--- config.mk ---
export PLATFORM = sky130hd
export DESIGN_NAME = id_scoreboard
export DESIGN_NICKNAME = d
export VERILOG_FILES = /design/src/rtl/id_scoreboard_pkg.sv /design/src/rtl/id_scoreboard_sb_entry.sv /design/src/rtl/id_scoreboard.sv
export SDC_FILE = /design/constraint.sdc
export NUM_CORES = 1
export LEC_CHECK = 0
export CAP_MARGIN = 20
export CORE_AREA = 2 2 140 142
export DETAILED_ROUTE_END_ITERATION = 10
export DIE_AREA = 0 0 142 144
export PLACE_DENSITY = 0.69
export SLEW_MARGIN = 20
export SYNTH_ARGS = -nofsm -noshare
export SYNTH_HDL_FRONTEND = slang
export SYNTH_SLANG_ARGS = --single-unit
--- constraint.sdc ---
create_clock -name clk -period 5.4 [get_ports clk]
set_input_delay 0.54 -clock clk [delete_from_list [all_inputs] [get_ports clk]]
set_output_delay 0.54 -clock clk [all_outputs]
set_load 0.01 [all_outputs]
--- src/rtl/id_scoreboard_pkg.sv ---
// id_scoreboard_pkg
// Shared definitions for the ID-stage register-hazard scoreboard:
//   - lat_class_e : producer latency classes decoded in ID
//   - Stop/NoStop : stall request encodings shared with the ctrl stall logic
//   - lat_fits    : range check used when elaborating countdown widths
package id_scoreboard_pkg;

  typedef enum logic [1:0] {
    LatAlu  = 2'b00,
    LatLoad = 2'b01,
    LatMul  = 2'b10,
    LatRsv  = 2'b11
  } lat_class_e;

  localparam logic Stop   = 1'b1;
  localparam logic NoStop = 1'b0;

  // A latency must be representable in a cw-bit countdown without wrapping.
  function automatic bit lat_fits(input int lat, input int cw);
    return (lat >= 0) && (lat < (1 << cw));
  endfunction

endpackage

--- src/rtl/id_scoreboard_sb_entry.sv ---
// sb_entry
// Countdown for one architectural register. A nonzero count means a
// writer is still in flight and the register's value is not yet
// forwardable.
// Ports:
//   clk, rst  : clock, asynchronous active-low reset
//   hold      : freeze the count (pipeline held downstream)
//   load      : start a new countdown at load_val (wins over decrement)
//   load_val  : latency of the newly issued writer
//   cnt       : current countdown value
//   busy      : cnt is nonzero
module sb_entry #(
  parameter int CW = 3
) (
  input  logic          clk,
  input  logic          rst,
  input  logic          hold,
  input  logic          load,
  input  logic [CW-1:0] load_val,
  output logic [CW-1:0] cnt,
  output logic          busy
);

  // Load has priority so a writer issuing this cycle replaces whatever
  // remains of the previous writer's countdown. Zero counts saturate.
  always_ff @(posedge clk or negedge rst) begin
    if (!rst) begin
      cnt <= '0;
    end else if (load) begin
      cnt <= load_val;
    end else if (!hold && (cnt != '0)) begin
      cnt <= cnt - CW'(1);
    end
  end

  assign busy = (cnt != '0);

endmodule

--- src/rtl/id_scoreboard.sv ---
// id_scoreboard
// Per-register hazard scoreboard for the ID stage. Each tracked register
// holds a countdown of the cycles until its pending result can be
// forwarded; ID stalls while any read source or a same-destination
// write-after-write is still counting.
// Ports:
//   clk, rst         : clock, asynchronous active-low reset
//   stall_i          : ctrl is holding ID/EX this cycle
//   issue_valid_i    : ID holds a decoded instruction
//   rs1_read_i/addr  : source 1 use and address
//   rs2_read_i/addr  : source 2 use and address
//   wreg_i, wd_i     : destination write enable and address
//   lat_class_i      : producer class of this instruction
//   stallreq_o       : hazard stall request to ctrl
//   issue_fire_o     : instruction moves into EX this cycle
//   rs1_busy_o       : source 1 blocked by a pending writer
//   rs2_busy_o       : source 2 blocked by a pending writer
//   busy_count_o     : number of registers with a live countdown
module id_scoreboard
  import id_scoreboard_pkg::*;
#(
  parameter int NREGS    = 32,
  parameter int AW       = 5,
  parameter int CW       = 3,
  parameter int ALU_LAT  = 0,
  parameter int LOAD_LAT = 1,
  parameter int MUL_LAT  = 3
) (
  input  logic          clk,
  input  logic          rst,
  input  logic          stall_i,
  input  logic          issue_valid_i,
  input  logic          rs1_read_i,
  input  logic [AW-1:0] rs1_addr_i,
  input  logic          rs2_read_i,
  input  logic [AW-1:0] rs2_addr_i,
  input  logic          wreg_i,
  input  logic [AW-1:0] wd_i,
  input  logic [1:0]    lat_class_i,
  output logic          stallreq_o,
  output logic          issue_fire_o,
  output logic          rs1_busy_o,
  output logic          rs2_busy_o,
  output logic [AW:0]   busy_count_o
);

  localparam int NADDR = 2 ** AW;

  // Refuse to build a configuration whose counters could wrap or whose
  // address field cannot reach every register.
  if (!lat_fits(ALU_LAT, CW) || !lat_fits(LOAD_LAT, CW) || !lat_fits(MUL_LAT, CW)) begin : g_bad_lat
    $error("id_scoreboard: a latency does not fit in the CW-bit countdown");
  end
  if (NADDR < NREGS) begin : g_bad_aw
    $error("id_scoreboard: AW too narrow for NREGS");
  end

  function automatic logic [CW-1:0] lat_of(input logic [1:0] cls);
    case (lat_class_e'(cls))
      LatLoad: return CW'(LOAD_LAT);
      LatMul:  return CW'(MUL_LAT);
      default: return CW'(ALU_LAT);
    endcase
  endfunction

  // The lookup table spans the whole address space so any address can be
  // indexed; r0 and addresses beyond NREGS read as permanently idle.
  logic [CW-1:0]    cnt_tab [NADDR];
  logic [NREGS-1:0] busy_vec;
  logic [CW-1:0]    new_lat;
  logic             waw_hold;

  assign new_lat = lat_of(lat_class_i);

  for (genvar r = 0; r < NADDR; r++) begin : g_reg
    if ((r == 0) || (r >= NREGS)) begin : g_idle
      assign cnt_tab[r] = '0;
    end else begin : g_track
      sb_entry #(.CW(CW)) u_entry (
        .clk      (clk),
        .rst      (rst),
        .hold     (stall_i),
        .load     (issue_fire_o && wreg_i && (wd_i == AW'(r)) && (new_lat != '0)),
        .load_val (new_lat),
        .cnt      (cnt_tab[r]),
        .busy     (busy_vec[r])
      );
    end
  end
  assign busy_vec[0] = 1'b0;

  // Busy checks use the pre-update counts, so an instruction that reads
  // its own destination never blocks on itself.
  assign rs1_busy_o = rs1_read_i && (rs1_addr_i != '0) && (cnt_tab[rs1_addr_i] != '0);
  assign rs2_busy_o = rs2_read_i && (rs2_addr_i != '0) && (cnt_tab[rs2_addr_i] != '0);

  // A younger writer must not finish before an older, slower writer to
  // the same register, otherwise the stale value would win.
  assign waw_hold = wreg_i && (wd_i != '0) && (cnt_tab[wd_i] > new_lat);

  assign stallreq_o   = (issue_valid_i && (rs1_busy_o || rs2_busy_o || waw_hold)) ? Stop : NoStop;
  assign issue_fire_o = issue_valid_i && (stallreq_o == NoStop) && !stall_i;

  // Population count of live countdowns.
  always_comb begin
    busy_count_o = '0;
    for (int r = 0; r < NREGS; r++) begin
      busy_count_o = busy_count_o + {{AW{1'b0}}, busy_vec[r]};
    end
  end

endmodule

==> impl_metrics.env <==
export IMPL_outcome="finished, violations left"
export IMPL_violations="negative setup slack"
export IMPL_crit_type="reg -> out"
export IMPL_worst_slew_margin_rel=0.332
export IMPL_grt_usage=0.270
export IMPL_drt_wirelength_per_cell_um=20.3
export IMPL_finalWirelength_um=26400
export IMPL_die_height_um=144
export IMPL_max_cap_violations=0
export IMPL_grt_max_degree=49
export IMPL_mappedNetlistArea_um2=8400
export IMPL_row_cnt=51
export IMPL_yosys_top_cells_area="sky130_fd_sc_hd__dfrtp_1, sky130_fd_sc_hd__ha_1, sky130_fd_sc_hd__mux4_2"
export IMPL_nFillCells=1692
export IMPL_min_delay_path_class="in -> async"
export IMPL_worst_skew_pair_latency_ns=0.36
export IMPL_cp_start_kind="flip-flop"
export IMPL_reg2reg_setup_slack_ns=1.18
export IMPL_first_pass_grt_wire_length_um=41900
export IMPL_rsz0062_at_grt="yes"
export IMPL_area_growth_synth_to_final_pct=21.4
export IMPL_core_occupancy_in_the_finished_layout=0.534
export IMPL_initial_utilization=0.440
export IMPL_post_drt_via_cell_ratio=5.85
export IMPL_io_pins=34
export IMPL_layout_worst_path_cycle_share=1.12
export IMPL_number_of_antenna_violations_at_the_first_check_in_global_routing=0
export IMPL_synth_lib_cells_used_distinct=66
export IMPL_netlist_instances=924
export IMPL_detailed_placement_hpwl_um=19800
export IMPL_synth_area_leader_cell="sky130_fd_sc_hd__dfrtp_1"
export IMPL_finalWorstPathRequiredPeriod_ns=6.04
export IMPL_drt_first_pass_iters=8
export IMPL_core_region_area_um2=19100
export IMPL_worstPathRequired_ns=4.86
export IMPL_die_area_um2=20400
export IMPL_timing_hold_violations_final=0
export IMPL_cts_tree="done"
export IMPL_r2r_end="g_reg[29].g_track.u_entry.cnt[0]"
export IMPL_reg_largest_list="g.g_track.u_entry.cnt x93"
export IMPL_routed_via_count=7595
export IMPL_final_worst_clock_skew_ns=0.00898
export IMPL_clock_buffers_created_by_tritoncts=9
export IMPL_yosys_register_bits=93
export IMPL_synth_seq_area_share=0.277
export IMPL_yosys_area_top_type_share=0.277
export IMPL_slew_violations=0
export IMPL_count_of_input_and_output_buffers=33
export IMPL_crit_path_start="g_reg[20].g_track.u_entry.cnt[1]"
export IMPL_die_width_um=142
export IMPL_clock_sinks=93
export IMPL_yosys_warnings=0
export IMPL_async_flop_share=1.00
export IMPL_fmax_ghz=0.166
export IMPL_drt_iter0_drc=781
export IMPL_register_ranked_first_by_flip_flop_count="g.g_track.u_entry.cnt"
export IMPL_number_of_flip_flops_in_the_largest_register=93
export IMPL_cts_hold_fix_buffers=0
export IMPL_final_setup_viol_count=6
export IMPL_final_layout_size_suffix_gt1_frac=0.226
export IMPL_synth_top_flop_cell="sky130_fd_sc_hd__dfrtp_1"
export IMPL_antenna_cells_inserted=0
export IMPL_synth_enable_flop_cells=0
export IMPL_drt_drc_violations_left=0
export IMPL_timing_critical_path_arrival_ns=5.50
export IMPL_syn_area_per_cell_um2=9.09
export IMPL_cts_path_max_buffers=2
export IMPL_mappedNetlistNets=1043
export IMPL_final_nets=1174
export IMPL_max_slew_worst_pin_slew_ns=1.00
export IMPL_gr_total_overflow=0
export IMPL_worst_setup_path_end_kind="output port"
export IMPL_cts_htree_levels=3
export IMPL_placer_s_final_routability_congestion_estimate=0.951
export IMPL_regToRegStartpoint="g_reg[20].g_track.u_entry.cnt[1]"
export IMPL_vias_in_the_first_global_route=7744
export IMPL_critPathMaxFanout=2
export IMPL_ant_nets=0
export IMPL_ff2ff_path_depth=13
export IMPL_clock_root_buffer="sky130_fd_sc_hd__clkbuf_16"
export IMPL_worst_path_clk_slew_ns=0.07
export IMPL_timing_final_ws_setup_ns=-0.637
[worst max-delay path by stage]
stage	cells past startpoint	to
CTS	19	busy_count_o[4]
global placement	18	busy_count_o[4]
global route	18	busy_count_o[4]
finish	19	busy_count_o[4]
floorplan	17	busy_count_o[4]
detailed placement	18	busy_count_o[4]
[area by class of cell]
type / instances / area (um2) / area share
Inverter: 106 / 398 / 0.0390
Sequential cell: 93 / 2330 / 0.228
Timing Repair Buffer: 163 / 1310 / 0.128
Multi-Input combinational cell: 682 / 5550 / 0.545
Clock buffer: 11 / 253 / 0.0248
Tap cell: 238 / 298 / 0.0292
Clock inverter: 5 / 58.8 / 0.00577
[placed cells by master, fill, tap and decap left out, types with 10 or more instances in the layout]
master / Yosys / final
sky130_fd_sc_hd__a21oi_1: 53 / 52
sky130_fd_sc_hd__nor2_1: 43 / 43
sky130_fd_sc_hd__mux2_2: 10 / 10
sky130_fd_sc_hd__dfrtp_1: 93 / 93
sky130_fd_sc_hd__nor2b_1: 35 / 32
sky130_fd_sc_hd__nor4_1: 13 / 13
sky130_fd_sc_hd__inv_1: 106 / 95
sky130_fd_sc_hd__fa_1: 23 / 19
sky130_fd_sc_hd__clkdlybuf4s50_1: 0 / 26
sky130_fd_sc_hd__nand4_1: 17 / 17
sky130_fd_sc_hd__mux2i_1: 35 / 35
sky130_fd_sc_hd__xnor2_1: 44 / 42
sky130_fd_sc_hd__nand2_1: 86 / 83
sky130_fd_sc_hd__inv_2: 0 / 11
sky130_fd_sc_hd__o21ai_0: 60 / 59
sky130_fd_sc_hd__buf_4: 2 / 129
sky130_fd_sc_hd__nor3_1: 23 / 23
sky130_fd_sc_hd__xor2_1: 15 / 15
sky130_fd_sc_hd__nor4_2: 14 / 14
sky130_fd_sc_hd__ha_1: 72 / 65
sky130_fd_sc_hd__mux4_2: 21 / 21
sky130_fd_sc_hd__nand2b_1: 16 / 15
[synthesized netlist by cell type (10+ instances only)]
cell and number:
sky130_fd_sc_hd__nor2_1 43, sky130_fd_sc_hd__mux2_2 10, sky130_fd_sc_hd__a21oi_1 53, sky130_fd_sc_hd__nand2b_1 16
sky130_fd_sc_hd__xor2_1 15, sky130_fd_sc_hd__buf_2 12, sky130_fd_sc_hd__nor2b_1 35, sky130_fd_sc_hd__clkbuf_1 20
sky130_fd_sc_hd__nor4_2 14, sky130_fd_sc_hd__mux4_2 21, sky130_fd_sc_hd__nand4_1 17, sky130_fd_sc_hd__mux2i_1 35
sky130_fd_sc_hd__nor4_1 13, sky130_fd_sc_hd__ha_1 72, sky130_fd_sc_hd__o21ai_0 60, sky130_fd_sc_hd__nand2_1 86
sky130_fd_sc_hd__xnor2_1 44, sky130_fd_sc_hd__dfrtp_1 93, sky130_fd_sc_hd__nor3_1 23, sky130_fd_sc_hd__inv_1 106
sky130_fd_sc_hd__fa_1 23
[critical path, stage by stage, from the launching register on]
cell	delay, ns
sky130_fd_sc_hd__dfrtp_1	0.39
sky130_fd_sc_hd__inv_1	0.09
sky130_fd_sc_hd__ha_2	0.19
sky130_fd_sc_hd__nand2_2	0.07
sky130_fd_sc_hd__fa_1	0.53
sky130_fd_sc_hd__inv_1	0.05
sky130_fd_sc_hd__fa_1	0.53
sky130_fd_sc_hd__inv_2	0.05
sky130_fd_sc_hd__fa_1	0.48
sky130_fd_sc_hd__fa_1	0.56
sky130_fd_sc_hd__inv_1	0.05
sky130_fd_sc_hd__fa_1	0.50
sky130_fd_sc_hd__fa_1	0.43
sky130_fd_sc_hd__fa_2	0.38
sky130_fd_sc_hd__fa_2	0.37
sky130_fd_sc_hd__inv_1	0.06
sky130_fd_sc_hd__a21o_1	0.11
sky130_fd_sc_hd__a21oi_2	0.06
sky130_fd_sc_hd__xnor2_2	0.13
sky130_fd_sc_hd__buf_2	0.14
[logic make-up (layout without fill, tap and decap cells)]
logic type,after synthesis,count (layout),synth area share
xor+xnor,59,59,0.0615
simple gates,295,295,0.196
flops,93,93,0.277
fa+ha+maj,95,95,0.162
buf+inv,149,285,0.0729
compound gates,166,166,0.117
mux,67,67,0.113
[metrics by stage]
stage                     std cells  hold slack, ns  cell area [um2]  setup WS, ns  setup TNS (ns)
final                          1298           0.179            10200        -0.637           -2.50
after global routing           1298           0.243            10200        -0.811           -3.55
after CTS                      1295           0.217            10100        -0.773           -3.29
after detailed placement       1279           0.537             9840        -0.704           -3.02
after floorplan                 924           0.244             8450       -0.0490         -0.0490
after global placement         1279           0.537             9840        -0.643           -2.68
[what timing repair did]
action,CTS,global route
gates resized for setup,35,10
pin swaps,7,11
setup buffers,0,3
setup endpoints to repair,6,6
[metal layers]
| metal | routed length (um) | GRT usage | up-vias |
|---|---|---|---|
| met5 | 0 | 0 | - |
| met4 | 1500 | 0.147 | 0 |
| met3 | 2320 | 0.0579 | 111 |
| met2 | 12400 | 0.450 | 364 |
| met1 | 10200 | 0.329 | 3649 |
| li1 | - | - | 3471 |
Power is not shown: default switching activity piles up to over one toggle a cycle in this logic, so the estimate is an artifact.
